===== config.mk =====
export PLATFORM = sky130hd
export DESIGN_NAME = c2c_link_arbiter
export DESIGN_NICKNAME = d
export VERILOG_FILES = /design/src/rtl/c2c_link_arbiter.sv
export SDC_FILE = /design/constraint.sdc
export NUM_CORES = 1
export LEC_CHECK = 0
export BUFFER_PORTS_ARGS = -buffer_cell sky130_fd_sc_hd__buf_4
export CORE_ASPECT_RATIO = 1.5
export CORE_MARGIN = 2
export CORE_UTILIZATION = 50
export CTS_CLUSTER_DIAMETER = 120
export CTS_CLUSTER_SIZE = 25
export DETAILED_ROUTE_END_ITERATION = 10
export MAX_ROUTING_LAYER = met4
export PLACE_DENSITY = 0.77
export SETUP_SLACK_MARGIN = 0.05
export SYNTH_ARGS = -nofsm -noshare
export SYNTH_HDL_FRONTEND = slang
export SYNTH_SLANG_ARGS = --single-unit

===== constraint.sdc =====
create_clock -name clk -period 1.9 [get_ports clk]
set_clock_uncertainty 0.1 [all_clocks]
set_input_delay 0.095 -clock clk [delete_from_list [all_inputs] [get_ports clk]]
set_output_delay 0.095 -clock clk [all_outputs]
set_load 0.02 [all_outputs]

===== src/rtl/c2c_link_arbiter.sv =====
// Round-robin arbiter that lends one chip-to-chip master link to N_REQ local requesters
// and runs the request / notice / send handshake against the slave's ack.
module c2c_link_arbiter #(
  parameter int N_REQ          = 4,
  parameter int DELAY_CYCLES   = 100000000,
  parameter int TIMEOUT_CYCLES = 200000000
) (
  input  logic               clk,
  input  logic               rst_n,
  input  logic [N_REQ-1:0]   req,
  input  logic [3*N_REQ-1:0] req_data,
  input  logic               ack,
  output logic               request2s,
  output logic               notice,
  output logic [2:0]         data,
  output logic               valid,
  output logic [N_REQ-1:0]   grant,
  output logic [N_REQ-1:0]   done,
  output logic               timeout_err,
  output logic               busy
);

  localparam int IDX_W = (N_REQ > 1) ? $clog2(N_REQ) : 1;
  localparam logic [27:0] DELAY_LAST = 28'(DELAY_CYCLES - 1);
  localparam logic [27:0] TMO_LAST   = 28'(TIMEOUT_CYCLES - 1);

  typedef enum logic [1:0] {IDLE, REQ, WAIT, SEND} state_e;

  state_e             state_q, state_d;
  logic [IDX_W-1:0]   rr_ptr_q, rr_ptr_d;
  logic [IDX_W-1:0]   owner_q, owner_d;
  logic [27:0]        cnt_q, cnt_d;
  logic               ack_meta_q, ack_sync_q;
  logic               request2s_q, request2s_d;
  logic               notice_q, notice_d;
  logic [2:0]         data_q, data_d;
  logic               valid_q, valid_d;
  logic [N_REQ-1:0]   grant_q, grant_d;
  logic [N_REQ-1:0]   done_q, done_d;
  logic               tmo_q, tmo_d;
  logic               busy_q, busy_d;

  logic               pick_vld;
  logic [IDX_W-1:0]   pick_idx;
  logic [IDX_W-1:0]   next_ptr;
  logic [2:0]         owner_data;
  int                 j;

  // First requester at or above rr_ptr, wrapping modulo N_REQ.
  always_comb begin
    pick_vld = 1'b0;
    pick_idx = '0;
    j        = 0;
    for (int i = 0; i < N_REQ; i++) begin
      j = int'(rr_ptr_q) + i;
      if (j >= N_REQ) j = j - N_REQ;
      if (!pick_vld && req[IDX_W'(j)]) begin
        pick_vld = 1'b1;
        pick_idx = IDX_W'(j);
      end
    end
  end

  always_comb begin
    owner_data = '0;
    for (int i = 0; i < N_REQ; i++) begin
      if (owner_q == IDX_W'(i)) owner_data = req_data[3*i +: 3];
    end
  end

  assign next_ptr = (owner_q == IDX_W'(N_REQ - 1)) ? '0 : owner_q + 1'b1;

  always_comb begin
    state_d     = state_q;
    rr_ptr_d    = rr_ptr_q;
    owner_d     = owner_q;
    cnt_d       = cnt_q;
    request2s_d = request2s_q;
    notice_d    = notice_q;
    data_d      = data_q;
    valid_d     = valid_q;
    grant_d     = grant_q;
    done_d      = '0;
    tmo_d       = 1'b0;
    busy_d      = busy_q;
    case (state_q)
      IDLE: begin
        if (pick_vld) begin
          state_d     = REQ;
          owner_d     = pick_idx;
          grant_d     = N_REQ'(1) << pick_idx;
          request2s_d = 1'b1;
          cnt_d       = '0;
          busy_d      = 1'b1;
        end
      end
      REQ: begin
        if (ack_sync_q) begin
          state_d     = WAIT;
          request2s_d = 1'b0;
          notice_d    = 1'b1;
          cnt_d       = '0;
        end else if (cnt_q == TMO_LAST) begin
          state_d     = IDLE;
          request2s_d = 1'b0;
          grant_d     = '0;
          tmo_d       = 1'b1;
          busy_d      = 1'b0;
          rr_ptr_d    = next_ptr;
        end else begin
          cnt_d = cnt_q + 28'd1;
        end
      end
      WAIT: begin
        // ack is deliberately not looked at while the notice delay runs.
        if (cnt_q == DELAY_LAST) begin
          state_d  = SEND;
          notice_d = 1'b0;
          valid_d  = 1'b1;
          data_d   = owner_data;
          cnt_d    = '0;
        end else begin
          cnt_d = cnt_q + 28'd1;
        end
      end
      SEND: begin
        if (!ack_sync_q || cnt_q == TMO_LAST) begin
          state_d  = IDLE;
          valid_d  = 1'b0;
          data_d   = '0;
          grant_d  = '0;
          busy_d   = 1'b0;
          rr_ptr_d = next_ptr;
          if (!ack_sync_q) done_d = grant_q;
          else             tmo_d  = 1'b1;
        end else begin
          cnt_d = cnt_q + 28'd1;
        end
      end
      default: state_d = IDLE;
    endcase
  end

  always_ff @(posedge clk) begin
    if (!rst_n) begin
      state_q     <= IDLE;
      rr_ptr_q    <= '0;
      owner_q     <= '0;
      cnt_q       <= '0;
      ack_meta_q  <= 1'b0;
      ack_sync_q  <= 1'b0;
      request2s_q <= 1'b0;
      notice_q    <= 1'b0;
      data_q      <= '0;
      valid_q     <= 1'b0;
      grant_q     <= '0;
      done_q      <= '0;
      tmo_q       <= 1'b0;
      busy_q      <= 1'b0;
    end else begin
      state_q     <= state_d;
      rr_ptr_q    <= rr_ptr_d;
      owner_q     <= owner_d;
      cnt_q       <= cnt_d;
      ack_meta_q  <= ack;
      ack_sync_q  <= ack_meta_q;
      request2s_q <= request2s_d;
      notice_q    <= notice_d;
      data_q      <= data_d;
      valid_q     <= valid_d;
      grant_q     <= grant_d;
      done_q      <= done_d;
      tmo_q       <= tmo_d;
      busy_q      <= busy_d;
    end
  end

  assign request2s   = request2s_q;
  assign notice      = notice_q;
  assign data        = data_q;
  assign valid       = valid_q;
  assign grant       = grant_q;
  assign done        = done_q;
  assign timeout_err = tmo_q;
  assign busy        = busy_q;

endmodule

### Word level (Yosys, flattened, before mapping)

Cells that the tools add are included.

| storage, ports and cells | value |
|---|---|
| input port bits | 19 |
| flip-flop bits (word level) | 52 |
| output and inout port bits | 16 |
| word-level logic and storage cells | 146 |

| operators by class | value |
|---|---|
| reductions and logical operators | 24 |
| eq/ne operators | 17 |
| add/sub/neg operators | 9 |
| bitwise logic cells | 3 |
| shift operators | 1 |
| order comparisons | 8 |
| multiplexer cells | 70 |

Operators with widths:

| operator | number |
|---|---|
| $mux W28 | 5 |
| $pmux W28 S4 | 1 |
| $mux W2 | 17 |
| $add A28 B1 Y28 const B | 1 |
| $eq A28 B27 Y1 const B | 1 |
| $eq A28 B28 Y1 const B | 1 |
| $mux W1 | 24 |
| $mux W3 | 6 |
| $lt A2 B4 Y1 const B | 4 |
| $mux W4 | 4 |
| $ne A2 B2 Y1 const B | 7 |
| $pmux W4 S3 | 1 |
| $reduce_and A3 Y1 | 4 |
| $ge A3 B3 Y1 const B | 3 |
| $bmux W1 S2 | 4 |
| $eq A2 B2 Y1 const B | 4 |
| $pmux W1 S2 | 4 |
| $pmux W2 S4 | 1 |
| $reduce_and A4 Y1 | 2 |
| $reduce_bool A2 Y1 | 4 |
| $sub A2 B1 Y2 const B | 4 |
| $add A2 B2 Y3 const B | 2 |
| $ne A3 B3 Y1 const B | 2 |
| $pmux W3 S2 | 1 |
| other kinds (16) | 25 |

### Longest topological paths before layout

Gate-level depths: netlist of run 1.

| depth | value |
|---|---|
| depth in word-level cells | 18 |
| depth in mapped cells | 9 |
| mapped depth without buffers | 7 |

### Least setup slack after synthesis of run 1

OpenSTA, ideal clock, no wires.

| path | value |
|---|---|
| path type | register to register |
| start point | register cnt_q[17] |
| end point | register cnt_q[17] |
| arrival time | 1.873 ns |
| clock period less this slack | 2.094 ns |
| path buffers | 1 |
| path slack | -0.194 ns |
| setup time | 0.122 ns |
| stages on the path, launching flop included | 7 |
| required time | 1.678 ns |
| path through | dfxtp_1 -> or4b_2 -> nor4_1 -> a21oi_1 -> nand3_2 -> buf_4 -> a21oi_1 |

| on the way | value |
|---|---|
| longest elaborated chain between the ends | 4 |
| elaborated cells on any way between the ends | 12 |
| those cells by class | add/sub (1); eq/ne (4); mux (5); reduce/logical (2) |

Ends and longest elaborated chain:

| what | line | RTL |
|---|---|---|
| start: declaration | 32 | `logic [27:0] cnt_q, cnt_d;` |
| start signal: assignment | 164 | `cnt_q <= cnt_d;` |
| $add A28 B1 Y28 or $eq A28 B28 Y1 (tied branches) | -- |  |
| $mux W28 or $logic_or A1 B1 Y1 (tied branches) | 103, 127 |  |
| $mux W28 or $ne A2 B2 Y1 (tied branches) | -- |  |
| $pmux W28 S4 or $reduce_and A3 Y1 (tied branches) | -- |  |

Parallel ways exist; a longest one is shown, timed or not. The select of a mux whose other input is x is not followed.
A chain may end at the register's enable or synchronous reset.

### Worst setup path after layout of run 1

| path | value |
|---|---|
| start point | register cnt_q[11] |
| end point | register cnt_q[7] |

| on the way | value |
|---|---|
| longest elaborated chain between the ends | 4 |
| elaborated cells on any way between the ends | 8 |
| those cells by class | eq/ne (4); mux (2); reduce/logical (2) |

Ends and longest elaborated chain:

| what | line | RTL |
|---|---|---|
| $eq A28 B28 Y1 | 103, 127 |  |
| $logic_or A1 B1 Y1 | 127 | `if (!ack_sync_q \|\| cnt_q == TMO_LAST) begin` |
| $ne A2 B2 Y1 (no line) | -- |  |
| $reduce_and A3 Y1 (no line) | -- |  |

Parallel ways exist; a longest one is shown, timed or not.

==> results.md, run 1 <==
| Item | This run |
|:---|:---|
| Switching power summed over all nets | 0.603 mW |
| Remaining antenna violation count | 0 |
| Starting density of the core | 52.4% |
| Routed Wire Length | 10700 um |
| Post-synthesis instance total | 347 |
| Worst-case clock buffer depth | 2 |
| Initial DRT Pass Iterations | 4 |
| Clock network latency to the later pin of the worst-skew pair | 0.31 ns |
| Routed wire length on met2 | 5630 um |
| First-pass GRT wire length | 14900 um |
| Cell chosen for the clock root | sky130_fd_sc_hd__clkbuf_8 |
| Simple-gate share of the synthesized area | 31.6% |
| Peak ir drop on the vdd network | 522 uV |
| Sequential power share | 48.9% |
| GRT Residual Overflow | 0 |
| Pin count of the biggest net entering global routing | 25 |
| Clock network fraction of design power | 35.3% |
| Width of the die | 65.9 um |
| Async set-or-reset flop fraction in the synthesized netlist | 0% |
| Overall fraction of global-route tracks in use | 30.0% |
| Non-Filler Cell Area, Final | 4340 sq um |
| Critical path class | flop to flop |
| Count of filler cells inserted in the layout | 316 |
| Placed cell count | 499 |
| Die area | 6390 sq um |
| Final #Nets | 482 |
| Launching element type of the critical path | flop |
| Number of setup violations in the final report | 41 |
| Number of enable flip-flop cells after synthesis | 0 |
| Quantity of I/O buffers inserted on ports | 34 |
| Data required, critical path | 2.03 ns |
| Clk sinks | 52 |
| Compound-gate portion of the synthesized area | 22.2% |
| Synth Flop Type | sky130_fd_sc_hd__dfxtp_1 |
| Setup slack after layout | -0.219 ns |
| Kind of capture point of the worst setup path | flop |
| Logic pwr share | 15.8% |
| Worst Path Max Fanout | 5 |
| Multi-input gate area in the final layout | 1940 sq um |
| Layout cells sized above 1 | 45.1% |
| Fin cells | 529 |
| Area fraction of the dominant cell type after synthesis | 36.2% |
| Crit path from | cnt_q[11] |
| FF+latch count, synth | 52 |
| Mapped Area | 2880 sq um |
| Area added between synthesis and finish | 50.7% |
| Data arrival time of the critical path | 2.25 ns |
| Largest family of logic cells by synthesized area | simple AND/OR/NAND/NOR gates |
| Total power consumption of the routed design | 2.31 mW |
| Clock buffer count from CTS | 5 |
| Mapped Nets | 371 |
| I/O pin count | 35 |
| Fmax achieved | 0.472 GHz |
| Count of max-cap constraint violations | 0 |
| Design internal power | 1.71 mW |
| Initial drt markers | 333 |
| Vias/cell | 6.51 |
| Mean instance size in the synthesized netlist | 8.29 sq um |
| Setup repair after global routing missed its margin | yes |
| Synthesized-area fraction occupied by adder cells | 2.17% |
| DRC | 0 |
| Fraction of the yosys area taken by sequential cells | 36.2% |
| Count of vias placed by the detailed router | 3443 |
| Static leakage | 1.66 nW |
| Antenna cells | 0 |
| Total core area | 5490 sq um |
| Uppermost layer routed | met4 |
| Detailed-placement wirelength estimate | 5920 um |
| Power density cells | 534 nW/um^2 |
| Fin. Hold Viols | 0 |
| Die Height | 96.9 um |
| Xor/xnor cell area share of the yosys netlist | 0.609% |
| Number of placement rows | 33 |
| Post-route clock period utilization | 112% |
| Routed length on met1 | 3790 um |
| Cell type with the largest total area after synthesis | sky130_fd_sc_hd__dfxtp_1 |
| Aggregate negative setup slack | -5.26 ns |
| Average wire per standard cell | 20.3 um |
| Hold path startpoint | rst_n |
| Hold Crit Class | input pin to flop |
| Cell variety after synth | 51 |
| Startpoint of the worst register-to-register path | cnt_q[11] |
| Number of antenna violations at the first check in global routing | 0 |
| Number of warnings reported in the yosys synthesis log | 0 |
| Final estimated routing congestion in global placement | 0.900 |
| Final Slew Violations | 0 |
| TritonCTS clock tree | built |
| Slew @ Worst Pin | 0.536 ns |
| Outcome | finished, violations left |
| Met3 Routed Length | 588 um |
| Switching power share of the total | 26.0% |
| Post-layout min period | 2.12 ns |
| Number of global-route vias before repair | 3190 |
| Multiplexer share of the synthesized area | 2.09% |
| Clock H-tree levels | 2 |
| Worst slew margin relative to its limit | 63.9% |
| Post-CTS clock slew at the launch and capture registers of the worst setup and hold paths | 0.10 ns |
| Sequential cell area in the final layout | 1060 sq um |
| Placed Instance Area | 3690 sq um |
| Largest cells by area after synthesis | sky130_fd_sc_hd__dfxtp_1 36%, sky130_fd_sc_hd__a21oi_1 5.7%, sky130_fd_sc_hd__o31ai_1 4.2% |
| Violations in the final reports | setup timing |
## layout by cell type, fill, tap and decap left out, types with 5 or more instances in the layout
master,instances
sky130_fd_sc_hd__nand3_1,7
sky130_fd_sc_hd__a21oi_2,23
sky130_fd_sc_hd__nand4b_1,5
sky130_fd_sc_hd__clkbuf_8,6
sky130_fd_sc_hd__nor3_1,6
sky130_fd_sc_hd__nor2_1,19
sky130_fd_sc_hd__nand2_1,26
sky130_fd_sc_hd__o21ai_0,11
sky130_fd_sc_hd__inv_1,16
sky130_fd_sc_hd__or4_1,14
sky130_fd_sc_hd__buf_12,5
sky130_fd_sc_hd__dfxtp_1,37
sky130_fd_sc_hd__or3_1,5
sky130_fd_sc_hd__mux2i_1,6
sky130_fd_sc_hd__o22a_1,5
sky130_fd_sc_hd__o31ai_1,14
sky130_fd_sc_hd__and2_1,8
sky130_fd_sc_hd__nand2b_1,5
sky130_fd_sc_hd__nand4_1,13
sky130_fd_sc_hd__a21oi_1,19
sky130_fd_sc_hd__buf_4,105
sky130_fd_sc_hd__dfxtp_2,14
## registers in the layout, indices dropped and copies added, names as in the netlist, 2 cells and up, named ones only
| register | flops |
|---|---|
| cnt_q | 28 |
| done | 4 |
| grant | 4 |
| data | 3 |
| owner_q | 2 |
| rr_ptr_q | 2 |
## stage by stage
step	worst slack, ns	hold slack [ns]	utilization (%)
CTS	-0.0915	0.00662	72.7
floorplan	-0.104	0.122	-
detailed placement	-0.146	0.209	67.2
finish	-0.219	0.00984	78.9
global route	-0.286	0.00749	78.9
global placement	-0.103	0.201	67.2
## cell type report
| type | instances | share of cell area (%) |
|---|---|---|
| clock buffer | 6 | 1.90 |
| sequential | 52 | 24.5 |
| inverter | 16 | 1.39 |
| multi-input combinational | 264 | 44.8 |
| timing repair buffer | 119 | 24.4 |
| clock inverter | 2 | 0.895 |
| tap | 70 | 2.02 |
## power groups by stage
stage	clock (mW)	sequential (mW)	combinational, mW
2_1_floorplan	0	1.16	0.147
3_3_place_gp	0	1.15	0.270
3_5_place_dp	0	1.15	0.278
4_1_cts	0.818	1.13	0.289
5_1_grt	0.866	1.13	0.387
6_report	0.818	1.13	0.365
## kinds of logic after synthesis
group | after synthesis
muxes | 6
and+or+nand+nor | 153
adders and majority gates | 5
buffers and inverters | 31
DFF | 52
xor gates and xnor gates | 2
AOI/OAI and AO/OA | 98
## synthesized netlist by cell type (5+ instances only)
library cell,count
sky130_fd_sc_hd__dfxtp_1,52
sky130_fd_sc_hd__nor3_1,11
sky130_fd_sc_hd__nand2_1,27
sky130_fd_sc_hd__nand4_1,13
sky130_fd_sc_hd__o31ai_1,16
sky130_fd_sc_hd__mux2i_1,6
sky130_fd_sc_hd__nand2b_1,6
sky130_fd_sc_hd__nor2_1,22
sky130_fd_sc_hd__and2_1,8
sky130_fd_sc_hd__o22a_1,5
sky130_fd_sc_hd__ha_1,5
sky130_fd_sc_hd__nor4_1,5
sky130_fd_sc_hd__and4_1,5
sky130_fd_sc_hd__inv_1,16
sky130_fd_sc_hd__a21oi_2,9
sky130_fd_sc_hd__or3_1,6
sky130_fd_sc_hd__o21ai_0,14
sky130_fd_sc_hd__a21oi_1,33
sky130_fd_sc_hd__nand4b_1,5
sky130_fd_sc_hd__nand3_1,11
sky130_fd_sc_hd__and3_1,5
sky130_fd_sc_hd__clkbuf_1,7
sky130_fd_sc_hd__or4_1,16
## per-layer routing
layer | GRT usage (%) | up-vias
met3 | 4.19 | 69
met1 | 31.9 | 1655
met2 | 52.7 | 178
met5 | - | -
li1 | - | 1541
met4 | 15.1 | 0
## worst paths after layout
kind,depth (start not counted),endpoint,slack (ns)
setup / recovery,7,cnt_q[7],-0.22
hold / removal,2,data[0],0.01
setup reg to reg,7,cnt_q[7],-0.22
hold reg to reg,1,ack_sync_q,0.35
## what timing repair did
| action | CTS | global route |
|---|---|---|
| gates cloned | 1 | 5 |
| gates resized for setup | 31 | 34 |
| setup endpoints to repair | 43 | 44 |
| buffers inserted | 6 | 9 |
| pin swaps | 21 | 18 |
| hold endpoints to repair | 1 | 0 |
| hold buffers | 1 | 0 |
## critical path: stages, from the launching register on
cell and delay (ns):
sky130_fd_sc_hd__dfxtp_2 0.34, sky130_fd_sc_hd__or4b_4 0.58, sky130_fd_sc_hd__nor4_4 0.17, sky130_fd_sc_hd__and3_4 0.33, sky130_fd_sc_hd__buf_16 0.14, sky130_fd_sc_hd__buf_4 0.11, sky130_fd_sc_hd__o31ai_1 0.10, sky130_fd_sc_hd__a21oi_2 0.18
No activity file was read; power rests on OpenSTA's default activity.
==> run 2: changes to the inputs <==
- SETUP_SLACK_MARGIN: 0.05 -> default
==> results.md, run 2 (same netlist as run 1, synthesis figures left out) <==
| Item | This run | Change |
|:---|:---|:---|
| Count of filler cells inserted in the layout | 419 | +33% |
| Clock network latency to the later pin of the worst-skew pair | 0.32 ns | about the same |
| Number of placement rows | 33 | unchanged |
| First-pass GRT wire length | 13200 um | -11% |
| Static leakage | 1.54 nW | -7.3% |
| Flip-flop count of the largest register after layout | 28 | unchanged |
| Post-route clock period utilization | 110% | -2.0 points |
| Total core area | 5490 sq um | unchanged |
| Number of setup violations in the final report | 35 | -15% |
| Average wire per standard cell | 17.1 um | -16% |
| Outcome | finished, violations left |  |
| Pin count of the biggest net entering global routing | 25 | unchanged |
| Count of vias placed by the detailed router | 3133 | -9.0% |
| Critical path class | flop to flop |  |
| Area added between synthesis and finish | 40.1% |  |
| GRT Residual Overflow | 0 | unchanged |
| Data required, critical path | 2.02 ns | about the same |
| DRC | 0 | unchanged |
| Total power consumption of the routed design | 2.25 mW | -3.0% |
| Antenna cells | 0 | unchanged |
| Post-layout min period | 2.08 ns | -0.0382 ns |
| Die area | 6390 sq um | unchanged |
| Initial DRT Pass Iterations | 4 | unchanged |
| Hold Crit Class | input pin to flop |  |
| Cell chosen for the clock root | sky130_fd_sc_hd__clkbuf_8 |  |
| Post-CTS clock slew at the launch and capture registers of the worst setup and hold paths | 0.10 ns | about the same |
| Number of global-route vias before repair | 2946 | -7.6% |
| Starting density of the core | 52.4% | unchanged |
| I/O pin count | 35 | unchanged |
| Launching element type of the critical path | flop |  |
| Slew @ Worst Pin | 0.499 ns | -0.0370 ns |
| Clock H-tree levels | 2 | unchanged |
| Worst slew margin relative to its limit | 66.5% | +2.5 points |
| Worst-case clock buffer depth | 2 | unchanged |
| Peak ir drop on the vdd network | 353 uV | -32% |
| Remaining antenna violation count | 0 | unchanged |
| Clock buffer count from CTS | 5 | unchanged |
| Worst Path Max Fanout | 3 | -2 |
| Layout cells sized above 1 | 36.9% | -8.2 points |
| Kind of capture point of the worst setup path | flop |  |
| Fin. Hold Viols | 0 | unchanged |
| Clk sinks | 52 | unchanged |
| Fmax achieved | 0.481 GHz | +1.8% |
| Most common cell after layout, fill and taps aside | sky130_fd_sc_hd__buf_4 |  |
| Quantity of I/O buffers inserted on ports | 34 | unchanged |
| Setup repair after global routing missed its margin | yes |  |
| Commonest cells after routing, fill and taps aside | 94 x sky130_fd_sc_hd__buf_4, 43 x sky130_fd_sc_hd__dfxtp_1, 27 x sky130_fd_sc_hd__nand2_1, 25 x sky130_fd_sc_hd__a21oi_1, 22 x sky130_fd_sc_hd__nor2_1 |  |
| Initial drt markers | 275 | -17% |
| TritonCTS clock tree | built |  |
| Die Height | 96.9 um | unchanged |
| Data arrival time of the critical path | 2.20 ns | -0.05 ns |
| Width of the die | 65.9 um | unchanged |
| Final #Nets | 465 | -3.5% |
| Violations in the final reports | setup timing |  |
| Count of max-cap constraint violations | 0 | unchanged |
| Final Slew Violations | 0 | unchanged |
| Routed Wire Length | 8750 um | -19% |
| Register ranked first by flip-flop count | cnt_q |  |
| Detailed-placement wirelength estimate | 5640 um | -4.7% |
| Vias/cell | 6.12 | -6.0% |
| Final estimated routing congestion in global placement | 0.934 | +3.8% |
| Aggregate negative setup slack | -4.90 ns | +0.363 ns |
| Overall fraction of global-route tracks in use | 26.4% | -3.7 points |
| Number of antenna violations at the first check in global routing | 0 | unchanged |
| Setup slack after layout | -0.181 ns | +0.0382 ns |
| Power density cells | 558 nW/um^2 | +4.4% |
==> run 2: changes by cell type in the layout (fill, tap and decap cells not counted), moves of 3 or more <==
| cell | previous run | this run |
|---|---|---|
| sky130_fd_sc_hd__nor2_2 | 3 | 0 |
| sky130_fd_sc_hd__nor2_1 | 19 | 22 |
| sky130_fd_sc_hd__buf_12 | 5 | 2 |
| sky130_fd_sc_hd__clkbuf_16 | 4 | 1 |
| sky130_fd_sc_hd__and4_4 | 3 | 0 |
| sky130_fd_sc_hd__dfxtp_1 | 37 | 43 |
| sky130_fd_sc_hd__a21oi_2 | 23 | 16 |
| sky130_fd_sc_hd__buf_4 | 105 | 94 |
| sky130_fd_sc_hd__dfxtp_2 | 14 | 9 |
| sky130_fd_sc_hd__and4_1 | 2 | 5 |
| sky130_fd_sc_hd__a21oi_1 | 19 | 25 |
==> run 2: metrics by stage <==
step | instance area (sq um) | worst slack, ns | hold slack, ns | utilization, % | cells
finish | 4030 | -0.181 | 0.00549 | 73.4 | 512
global placement | 3660 | -0.134 | 0.202 | 66.6 | 496
detailed placement | 3660 | -0.151 | 0.210 | 66.6 | 496
CTS | 3880 | -0.105 | 0.000238 | 70.7 | 508
floorplan | 2940 | -0.104 | 0.122 | - | 347
global route | 4030 | -0.274 | 0.0149 | 73.4 | 512
==> run 2: critical path, cell delays in order, from the launching register on <==
cell                      delay [ns]
sky130_fd_sc_hd__dfxtp_2        0.35
sky130_fd_sc_hd__or4b_4         0.58
sky130_fd_sc_hd__nor4_4         0.22
sky130_fd_sc_hd__buf_4          0.18
sky130_fd_sc_hd__buf_6          0.10
sky130_fd_sc_hd__a31o_4         0.17
sky130_fd_sc_hd__a31oi_1        0.10
sky130_fd_sc_hd__o21a_1         0.18
==> run 2: final cells by class <==
type,count,area (sq um),area share [%]
timing repair buffer,102,846,21.0
tap,70,87.6,2.17
inverter,16,60.1,1.49
sequential,52,1050,26.1
clock buffer,5,68.8,1.71
multi-input combinational,264,1870,46.5
clock inverter,3,42.5,1.06
==> run 2: timing repair <==
| item | CTS | global route |
|---|---|---|
| pin swaps | 11 | 10 |
| resized for setup | 16 | 24 |
| gates cloned | 1 | 2 |
| endpoints found under the hold margin | 1 | 0 |
| hold buffers | 1 | 0 |
| setup buffers | 2 | 2 |
| setup endpoints to repair | 43 | 44 |
==> run 2: worst paths after layout <==
check,from,slack (ns),end,cells past startpoint
worst max-delay path,cnt_q[11],-0.18,data[0],7
worst min-delay path,rst_n,0.005,data[1],2
worst max register to register,cnt_q[11],-0.18,data[0],7
worst min register to register,ack_meta_q,0.36,ack_sync_q,1
==> run 2: layer usage <==
| layer | GRT usage, % | vias up | part of all wire, % |
|---|---|---|---|
| li1 | - | 1501 | - |
| met1 | 27.9 | 1497 | 39 |
| met2 | 48.1 | 107 | 53 |
| met3 | 3.60 | 28 | 4.4 |
| met4 | 9.73 | 0 | 3.6 |
| met5 | - | - | 0 |
==> run 2: where the power goes <==
| part | total (mW) | switching, mW | leakage, nW | internal [mW] |
|---|---|---|---|---|
| sequential | 1.13 | 0.0206 | 0.426 | 1.11 |
| clock | 0.793 | 0.402 | 0.0541 | 0.391 |
| combinational | 0.321 | 0.176 | 1.06 | 0.145 |
